`config.mk`:
```
export PLATFORM = sky130hd
export DESIGN_NAME = g_lut_arbiter
export DESIGN_NICKNAME = d
export VERILOG_FILES = /design/src/rtl/g_lut_arbiter_pkg.sv /design/src/rtl/g_lut_arbiter_rr_arbiter.sv /design/src/rtl/g_lut_arbiter.sv
export SDC_FILE = /design/constraint.sdc
export NUM_CORES = 1
export LEC_CHECK = 0
export BUFFER_PORTS_ARGS = -buffer_cell sky130_fd_sc_hd__buf_2
export CORE_ASPECT_RATIO = 1.75
export CORE_UTILIZATION = 52
export DETAILED_ROUTE_END_ITERATION = 10
export GPL_ROUTABILITY_DRIVEN = 0
export GPL_TIMING_DRIVEN = 0
export PLACE_DENSITY = 0.84
export SETUP_SLACK_MARGIN = 0.05
export SLEW_MARGIN = 10
export SYNTH_ARGS = -nofsm -noshare
export SYNTH_HDL_FRONTEND = slang
export SYNTH_SLANG_ARGS = --single-unit
```
`constraint.sdc`:
```
create_clock -name clk -period 5.75 [get_ports clk]
set_input_delay 1.4375 -clock clk [delete_from_list [all_inputs] [get_ports clk]]
set_output_delay 1.4375 -clock clk [all_outputs]
set_load 0.05 [all_outputs]
```
`src/rtl/g_lut_arbiter_pkg.sv`:
```
// Shared constants and helpers for the G_LUT ROM arbiter.
package g_lut_arbiter_pkg;

  localparam int unsigned DEF_ADDR_WIDTH = 10;
  localparam int unsigned DEF_DATA_WIDTH = 8;

  // Legal ROM read latencies: bare array, or array plus output register.
  localparam int unsigned ROM_LAT_NOREG = 1;
  localparam int unsigned ROM_LAT_OREG  = 2;

  // Ceiling log2; callers guard n < 2 themselves where a zero width would hurt.
  function automatic int unsigned clog2(input int unsigned n);
    int unsigned r;
    r = 0;
    for (int unsigned i = 0; i < 32; i++) begin
      if ((64'd1 << i) < 64'(n)) r = i + 1;
    end
    return r;
  endfunction

endpackage

```
`src/rtl/g_lut_arbiter_rr_arbiter.sv`:
```
// Combinational round-robin selector: first asserted request at or after ptr.
module g_lut_arbiter_rr_arbiter #(
  parameter int unsigned NUM_REQ = 3,
  parameter int unsigned ID_W    = 2
) (
  input  logic [NUM_REQ-1:0] req,
  input  logic [ID_W-1:0]    ptr,
  output logic [NUM_REQ-1:0] grant,
  output logic [ID_W-1:0]    winner,
  output logic               found
);

  always_comb begin : sel
    int unsigned idx;
    idx    = 0;
    grant  = '0;
    winner = '0;
    found  = 1'b0;
    for (int unsigned k = 0; k < NUM_REQ; k++) begin
      idx = 32'(ptr) + k;
      if (idx >= NUM_REQ) idx = idx - NUM_REQ;
      if (!found && req[ID_W'(idx)]) begin
        found               = 1'b1;
        grant[ID_W'(idx)]   = 1'b1;
        winner              = ID_W'(idx);
      end
    end
  end

endmodule

```
`src/rtl/g_lut_arbiter.sv`:
```
// Round-robin, burst-locked sharing of the single-port G_LUT ROM between
// pixel-path requesters, with a tagged response pipeline matched to ROM latency.
module g_lut_arbiter
  import g_lut_arbiter_pkg::*;
#(
  parameter  int unsigned ADDR_WIDTH  = DEF_ADDR_WIDTH,
  parameter  int unsigned DATA_WIDTH  = DEF_DATA_WIDTH,
  parameter  int unsigned NUM_REQ     = 3,
  parameter  int unsigned ROM_LATENCY = ROM_LAT_NOREG,
  parameter  int unsigned MAX_BURST   = 4,
  localparam int unsigned ID_W        = clog2(NUM_REQ)
) (
  input  logic                          clk,
  input  logic                          rst,
  input  logic [NUM_REQ-1:0]            req_valid,
  input  logic [NUM_REQ*ADDR_WIDTH-1:0] req_addr,
  output logic [NUM_REQ-1:0]            req_ready,
  output logic [NUM_REQ-1:0]            rsp_valid,
  output logic [DATA_WIDTH-1:0]         rsp_data,
  output logic [ADDR_WIDTH-1:0]         rom_addr,
  input  logic [DATA_WIDTH-1:0]         rom_rd_data,
  output logic [ID_W-1:0]               grant_id
);

  localparam int unsigned BCNT_W = (MAX_BURST > 1) ? clog2(MAX_BURST) : 1;
  localparam int unsigned DEPTH  = 1 + ROM_LATENCY;

  logic [ID_W-1:0]                  ptr;
  logic [ID_W-1:0]                  owner;
  logic                             owner_vld;
  logic [BCNT_W-1:0]                bcnt;
  logic [DEPTH-1:0][NUM_REQ-1:0]    tag_q;

  logic [NUM_REQ-1:0]               rr_grant;
  logic [ID_W-1:0]                  rr_winner;
  logic                             rr_found;
  logic                             hold_c;
  logic                             xfer_c;
  logic [ID_W-1:0]                  gnt_id_c;
  logic [ID_W-1:0]                  ptr_nxt_c;
  logic [ADDR_WIDTH-1:0]            gnt_addr_c;
  logic [ADDR_WIDTH-1:0]            addr_arr [NUM_REQ];

  for (genvar i = 0; i < NUM_REQ; i++) begin : g_unpack
    assign addr_arr[i] = req_addr[i*ADDR_WIDTH +: ADDR_WIDTH];
  end

  g_lut_arbiter_rr_arbiter #(
    .NUM_REQ (NUM_REQ),
    .ID_W    (ID_W)
  ) u_rr (
    .req    (req_valid),
    .ptr    (ptr),
    .grant  (rr_grant),
    .winner (rr_winner),
    .found  (rr_found)
  );

  // Owner keeps the ROM while it stays valid and its burst has room left.
  always_comb begin
    hold_c     = owner_vld && req_valid[owner] && ((32'(bcnt) + 32'd1) < MAX_BURST);
    req_ready  = hold_c ? (NUM_REQ'(1) << owner) : rr_grant;
    xfer_c     = hold_c || rr_found;
    gnt_id_c   = hold_c ? owner : rr_winner;
    gnt_addr_c = addr_arr[gnt_id_c];
    ptr_nxt_c  = (32'(rr_winner) == NUM_REQ - 1) ? '0 : rr_winner + ID_W'(1);
  end

  always_ff @(posedge clk) begin
    if (rst) begin
      ptr       <= '0;
      bcnt      <= '0;
      owner     <= '0;
      owner_vld <= 1'b0;
      rom_addr  <= '0;
      grant_id  <= '0;
      tag_q     <= '0;
      rsp_valid <= '0;
      rsp_data  <= '0;
    end else begin
      if (hold_c) begin
        bcnt <= bcnt + BCNT_W'(1);
      end else if (rr_found) begin
        ptr   <= ptr_nxt_c;
        bcnt  <= '0;
        owner <= rr_winner;
      end
      owner_vld <= xfer_c;
      if (xfer_c) begin
        rom_addr <= gnt_addr_c;
        grant_id <= gnt_id_c;
      end
      // Tag walks alongside the ROM read; idle cycles shift in zeros.
      tag_q     <= {tag_q[DEPTH-2:0], req_ready};
      rsp_valid <= tag_q[DEPTH-1];
      if (|tag_q[DEPTH-1]) rsp_data <= rom_rd_data;
    end
  end

endmodule

```
# --- Yosys cells after proc, flatten, opt, wreduce, memory -nomap -nowiden ---
# Cells that the tools add are included.
totals:
  regBits: 36
  input_bits: 43
  word_cells: 83
  out_inout_bits: 26
op_classes:
  n_addsub: 8
  reduce_logical: 13
  shift: 1
  n_mux: 34
  n_bitwise: 4
  magnitude_cmp: 12
  eq_ne: 1
ops:
  columns: ["cell", "n"]
  rows:
  - ["10-bit binary-select mux with 2-bit select", 1]
  - ["10-bit two-way mux", 2]
  - ["2-bit two-way mux", 10]
  - ["2-bit by 3-bit less-than comparator with 1-bit output (second input constant)", 4]
  - ["3-bit two-way mux", 4]
  - ["1-bit two-way mux", 10]
  - ["1-bit binary-select mux with 2-bit select", 4]
  - ["1-bit logical AND", 7]
  - ["2-bit by 1-bit adder with 3-bit output (second input constant)", 2]
  - ["1-bit demux with 2-bit select", 3]
  - ["2-bit by 1-bit >= comparator with 1-bit output (second input constant)", 3]
  - ["3-bit by 2-bit >= comparator with 1-bit output (second input constant)", 2]
  - ["3-bit bitwise OR", 2]
  - ["2-bit subtractor (second input constant)", 3]
  - ["2-bit by 1-bit adder with 2-bit output (second input constant)", 2]
  - ["2-bit by 2-bit adder with 3-bit output (second input constant)", 1]
  - ["3-bit >= comparator (second input constant)", 1]
  - ["3-bit less-than comparator (second input constant)", 1]
  - ["2-bit NOT with 3-bit output", 1]
  - ["3-bit OR reduction", 1]
  - ["1-bit by 2-bit left shift with 3-bit output (first input constant)", 1]
  - ["2-bit == test (second input constant)", 1]
  - ["2-bit >= comparator (second input constant)", 1]
  - ["1-bit logical NOT", 2]
  - ["other kinds (4)", 4]

# --- Depth between registers and ports, before layout ---
depth:
  word_depth: 16
  depth_mapped: 10
  depth_no_buf: 8

# --- Hierarchy ---
# A second synthesis with hierarchy kept.
unflattened:
  hier_cells: 195
  hier_area_um2: 1940.6
modules_own_cells:
  columns: ["mod", "n_inst", "cells_per_inst", "seq_area_each_um2", "area_per_inst_um2"]
  rows:
  - ["g_lut_arbiter", 1, 154, 720.7, 1659.1]
  - ["g_lut_arbiter_rr_arbiter", 1, 41, 0.0, 281.5]

# --- Worst setup path before layout ---
# Ideal clock, no wire load.
synth_timing:
  path_type: "input port to output port"
  startpoint: "input port req_valid[1]"
  endpoint: "output port req_ready[1]"
  arrival_time_ns: 3.319
  path_buffers: 1
  required_ns: 4.313
  path_stages: 5
  slack_ns: 0.994
  cell_sequence: "buf_6 -> mux2i_1 -> nor3_2 -> or3_1 -> o21ai_0"
synth_via:
  elab_chain_cells: 10
  elab_cells_between_ends: 22
  classes_between: "mux: 14; bitwise: 2; reduce/logical: 6"
synth_lines:
  columns: ["element", "line_no", "source"]
  rows:
  - ["start: declaration", "g_lut_arbiter.sv:15", "input logic [NUM_REQ-1:0] req_valid,"]
  - ["1-bit binary-select mux with 2-bit select", "g_lut_arbiter_rr_arbiter.sv:22", "if (!found && req[ID_W'(idx)]) begin"]
  - ["1-bit two-way mux (implied by the code)", "g_lut_arbiter_rr_arbiter.sv:22", null]
  - ["1-bit two-way mux", "g_lut_arbiter_rr_arbiter.sv:22", null]
  - ["1-bit logical NOT", "g_lut_arbiter_rr_arbiter.sv:22", null]
  - ["1-bit logical AND", "g_lut_arbiter_rr_arbiter.sv:22", null]
  - ["1-bit two-way mux", "g_lut_arbiter_rr_arbiter.sv:22", null]
  - ["1-bit logical NOT", "g_lut_arbiter_rr_arbiter.sv:22", null]
  - ["1-bit logical AND", "g_lut_arbiter_rr_arbiter.sv:22", null]
  - ["3-bit two-way mux", "g_lut_arbiter_rr_arbiter.sv:22", null]
  - ["3-bit two-way mux *", "g_lut_arbiter.sv:62", "req_ready = hold_c ? (NUM_REQ'(1) << owner) : rr_grant;"]
  - ["end: declaration", "g_lut_arbiter.sv:17", "output logic [NUM_REQ-1:0] req_ready,"]
# Mark *: on every way between the ends. The rest lies on a longest branch, timed or not. The select of a mux whose other input is x is not followed.

# --- Final worst setup path ---
layout_timing:
  startpoint: "input port req_valid[0]"
  endpoint: "output port req_ready[1]"
# Same word-level chain as after synthesis.

==> results by group <==
Final layout
  – Layout area overhead: 27.0%
  – Fin nets: ~320
  – Layout Cells excl Fill: 313
  – N_diodes: 0
  – Core Util, Final: 69.2%
  – Ratio of cells with drive above 1 in the final layout: a little over a third
  – Filler Cell Count: roughly 280

CTS
  – Clk pin slew, worst setup/hold paths: around 70 ps
  – CTS tree: done
  – H-tree Lvls: 2
  – Post-CTS resize count: 0
  – Hold Buf Count CTS: 0
  – CTS buffer count: 5
  – Post CTS Setup Buffer Count: 0
  – Clock sinks: 36
  – Root Buffer: clkbuf_8
  – Max clock buf depth: 2
  – Clock insertion delay at the later pin of the skew report: roughly 290 ps

Die
  – IO Pins: 69
  – Die footprint: 3780 µm²
  – Die span in y: ~81 µm
  – Core Area: 3360 µm²
  – Initial cell density of the core: 54.5%
  – # rows: 28
  – Die width: roughly 47 µm

Routing
  – Iteration-0 DRC Markers: 23
  – DRC viols: 0
  – Via/cell ratio: 5.41
  – Per-cell routed wire length: 13.2 µm
  – Via count: 1692
  – ANT nets after route: 0
  – Routed wire length: around 4100 µm
  – Pre-antenna DRT Iters: 4

Global routing
  – Initial antenna violation count: 0
  – First-pass GRT wire length: between 6000 and 7000 µm
  – Congestion Overflow GR: 0
  – Number of global-route vias before repair: around 1600
  – Largest net degree at the start of global routing: 12
  – GRT Overall Usage: between 20% and 30%

Timing
  – Final setup fails: 0
  – Clock skew: approximately 8.4 ps
  – Slew @ Worst Pin: approximately 750 ps
  – Max-slew headroom: 49.9%
  – Slew Limit Fails: 0
  – Setup_tns: 0 ps
  – Unrepaired setup endpoints after global routing: no
  – Final period util: 74.1%
  – Fmax: 235 MHz
  – Crit path time final: 4260 ps
  – Worst hold slack: around 440 ps
  – Final Hold Viols: 0
  – Setup ws final: roughly 1500 ps

Worst setup path
  – Crit Path Class: primary input to output port
  – Crit path launch type: primary input
  – Crit path arrival time: about 2800 ps
  – CP Cell Sequence: buf_2 > mux2i_1 > nor3_2 > or3_1 > o21ai_0 > buf_2
  – Cell repeated most along the worst path: buf_2
  – Critical path buffer and inverter count: 2
  – CP endpoint kind: output port
  – Slowest-stage cell, CP: or3_1
  – Crit Path Max Fanout: 7
  – Slowest stage delay, CP: between 300 and 400 ps
  – CP delay by family, top: simple AND/OR/NAND/NOR gates
  – Worst Path Required: 4310 ps

Yosys
  – Post-synthesis sequential area ratio: about two fifths
  – Cell type with the highest aggregate area in the netlist: dfxtp_1
  – Synthesized flop and latch total: 36
  – Top cells by area, synth: dfxtp_1 (39%), mux2i_1 (10%), a211oi_2 (6.8%)
  – Synth warn: 0
  – Net Count, Synth: between 200 and 250
  – Syn Inst Count: ~190
  – Synth unique cells: 34
  – Avg Inst Size Synth: between 9 and 10 µm²
  – Mapped Area: ~1800 µm²
  – Yosys top cell area share: ~39%

Job
  – Max-cap violations: 0

Status
  – Status: finished, final reports clean

Place
  – Placement Setup Slack: 1500 ps
  – Port bufs: 66
  – Final HPWL DP: between 3000 and 4000 µm
  – Placed cell count: between 300 and 400

Power and ir drop
  – VDD IR max: about 0.4 mV
  – LEAKAGE: between 1 and 1.5 nW
  – Pwr Density: between 600 and 700 nW/µm²

Min path
  – Worst min path class: flop to flop
==> report_power, final <==
part	leakage, nW	internal [W]	switching (W)
Clock	0.0552	0.000128	0.0000844
Combinational	0.727	0.000354	0.000630
Sequential	0.296	0.000331	0.0000433
==> worst paths after layout <==
| check | startpoint | endpoint | slack, ps | cells after the start |
|---|---|---|---|---|
| hold reg to reg | tag_q[1]$_SDFF_PP0_ | tag_q[4]$_SDFF_PP0_ | 440 | 1 |
| setup reg to reg | ptr[0]$_SDFFE_PP0P_ | rom_addr[4]$_SDFFE_PP0P_ | 3150 | 9 |
| setup / recovery | req_valid[0] | req_ready[1] | 1490 | 6 |
| hold / removal | tag_q[1]$_SDFF_PP0_ | tag_q[4]$_SDFF_PP0_ | 440 | 1 |
==> stage by stage <==
| step | cell area, µm² | total power [W] |
|---|---|---|
| 2_1_floorplan | 1830 | 0.00117 |
| 3_5_place_dp | 2220 | 0.00136 |
| 4_1_cts | 2330 | 0.00158 |
| 6_report | 2330 | 0.00157 |
| 5_1_grt | 2330 | 0.00167 |
| 3_3_place_gp | 2220 | 0.00134 |
==> worst reg2reg max path, delay by kind of cell (launching register included) <==
| family | cells | cell delay, ps |
|---|---|---|
| and+or+nand+nor | 2 | 770 |
| AOI/OAI and AO/OA | 3 | 410 |
| DFF | 1 | 400 |
| adders and majority gates | 1 | 350 |
| buffers and inverters | 2 | 280 |
| muxes | 1 | 260 |
==> cell type report <==
class | instances | area [µm²] | area share (%)
Sequential cell | 36 | 721 | 31.0
Tap cell | 45 | 56.3 | 2.42
Clock buffer | 6 | 72.6 | 3.12
Inverter | 7 | 26.3 | 1.13
Buffer | 12 | 77.6 | 3.33
Multi-Input combinational cell | 139 | 1010 | 43.3
Timing Repair Buffer | 66 | 330 | 14.2
Clock inverter | 2 | 35.0 | 1.51
==> cell families (layout without fill, tap and decap cells) <==
group                      count (synthesis)  after routing  synth area share [%]
buffers and inverters                     19             93                  5.67
adders and majority gates                  5              5                  3.41
muxes                                     21             21                  12.8
and+or+nand+nor                           59             59                  17.0
DFF                                       36             36                  39.3
AOI/OAI and AO/OA                         54             54                  21.8
==> cell usage in the layout (no fill, tap or decap), drive strengths merged, types with 2 or more instances in the layout <==
| cell type | instances |
|---|---|
| and3 | 2 |
| a21oi | 7 |
| o21ai | 9 |
| nand2 | 12 |
| o22ai | 11 |
| nand3 | 3 |
| o211ai | 3 |
| nor3 | 4 |
| ha | 5 |
| a211oi | 13 |
| nand3b | 3 |
| a22oi | 3 |
| dfxtp | 36 |
| mux2i | 21 |
| clkbuf | 11 |
| inv | 7 |
| a31oi | 4 |
| buf | 73 |
| nor2 | 18 |
| nor2b | 8 |
| nand2b | 4 |
| or3 | 4 |
==> sequential cells by signal, summed over array words and instances (netlist names) <==
name       count
rom_addr      10
rsp_data       8
tag_q          6
rsp_valid      3
bcnt           2
grant_id       2
owner          2
ptr            2
owner_vld      1
==> metal layers <==
metal  wire, µm  GRT usage, %
met1       1500          22.5
met2       2260          42.2
met3        204          6.29
met4        165          14.6
met5          0             0
==> synthesized netlist by cell type, drive strengths merged <==
cell	n
nor3	4
a21oi	7
nand3b	3
dfxtp	36
mux2i	21
a211oi	13
nand3	3
clkbuf	5
o21ai	9
o211ai	3
a22oi	3
o22a	1
buf	7
o21a	1
a21o	1
a31o	1
a31oi	4
o22ai	11
inv	7
nor2b	8
nand2b	4
and3	2
and2	1
ha	5
nor2	18
nand2	12
or3	4
No activity file was read; power rests on OpenSTA's default activity.
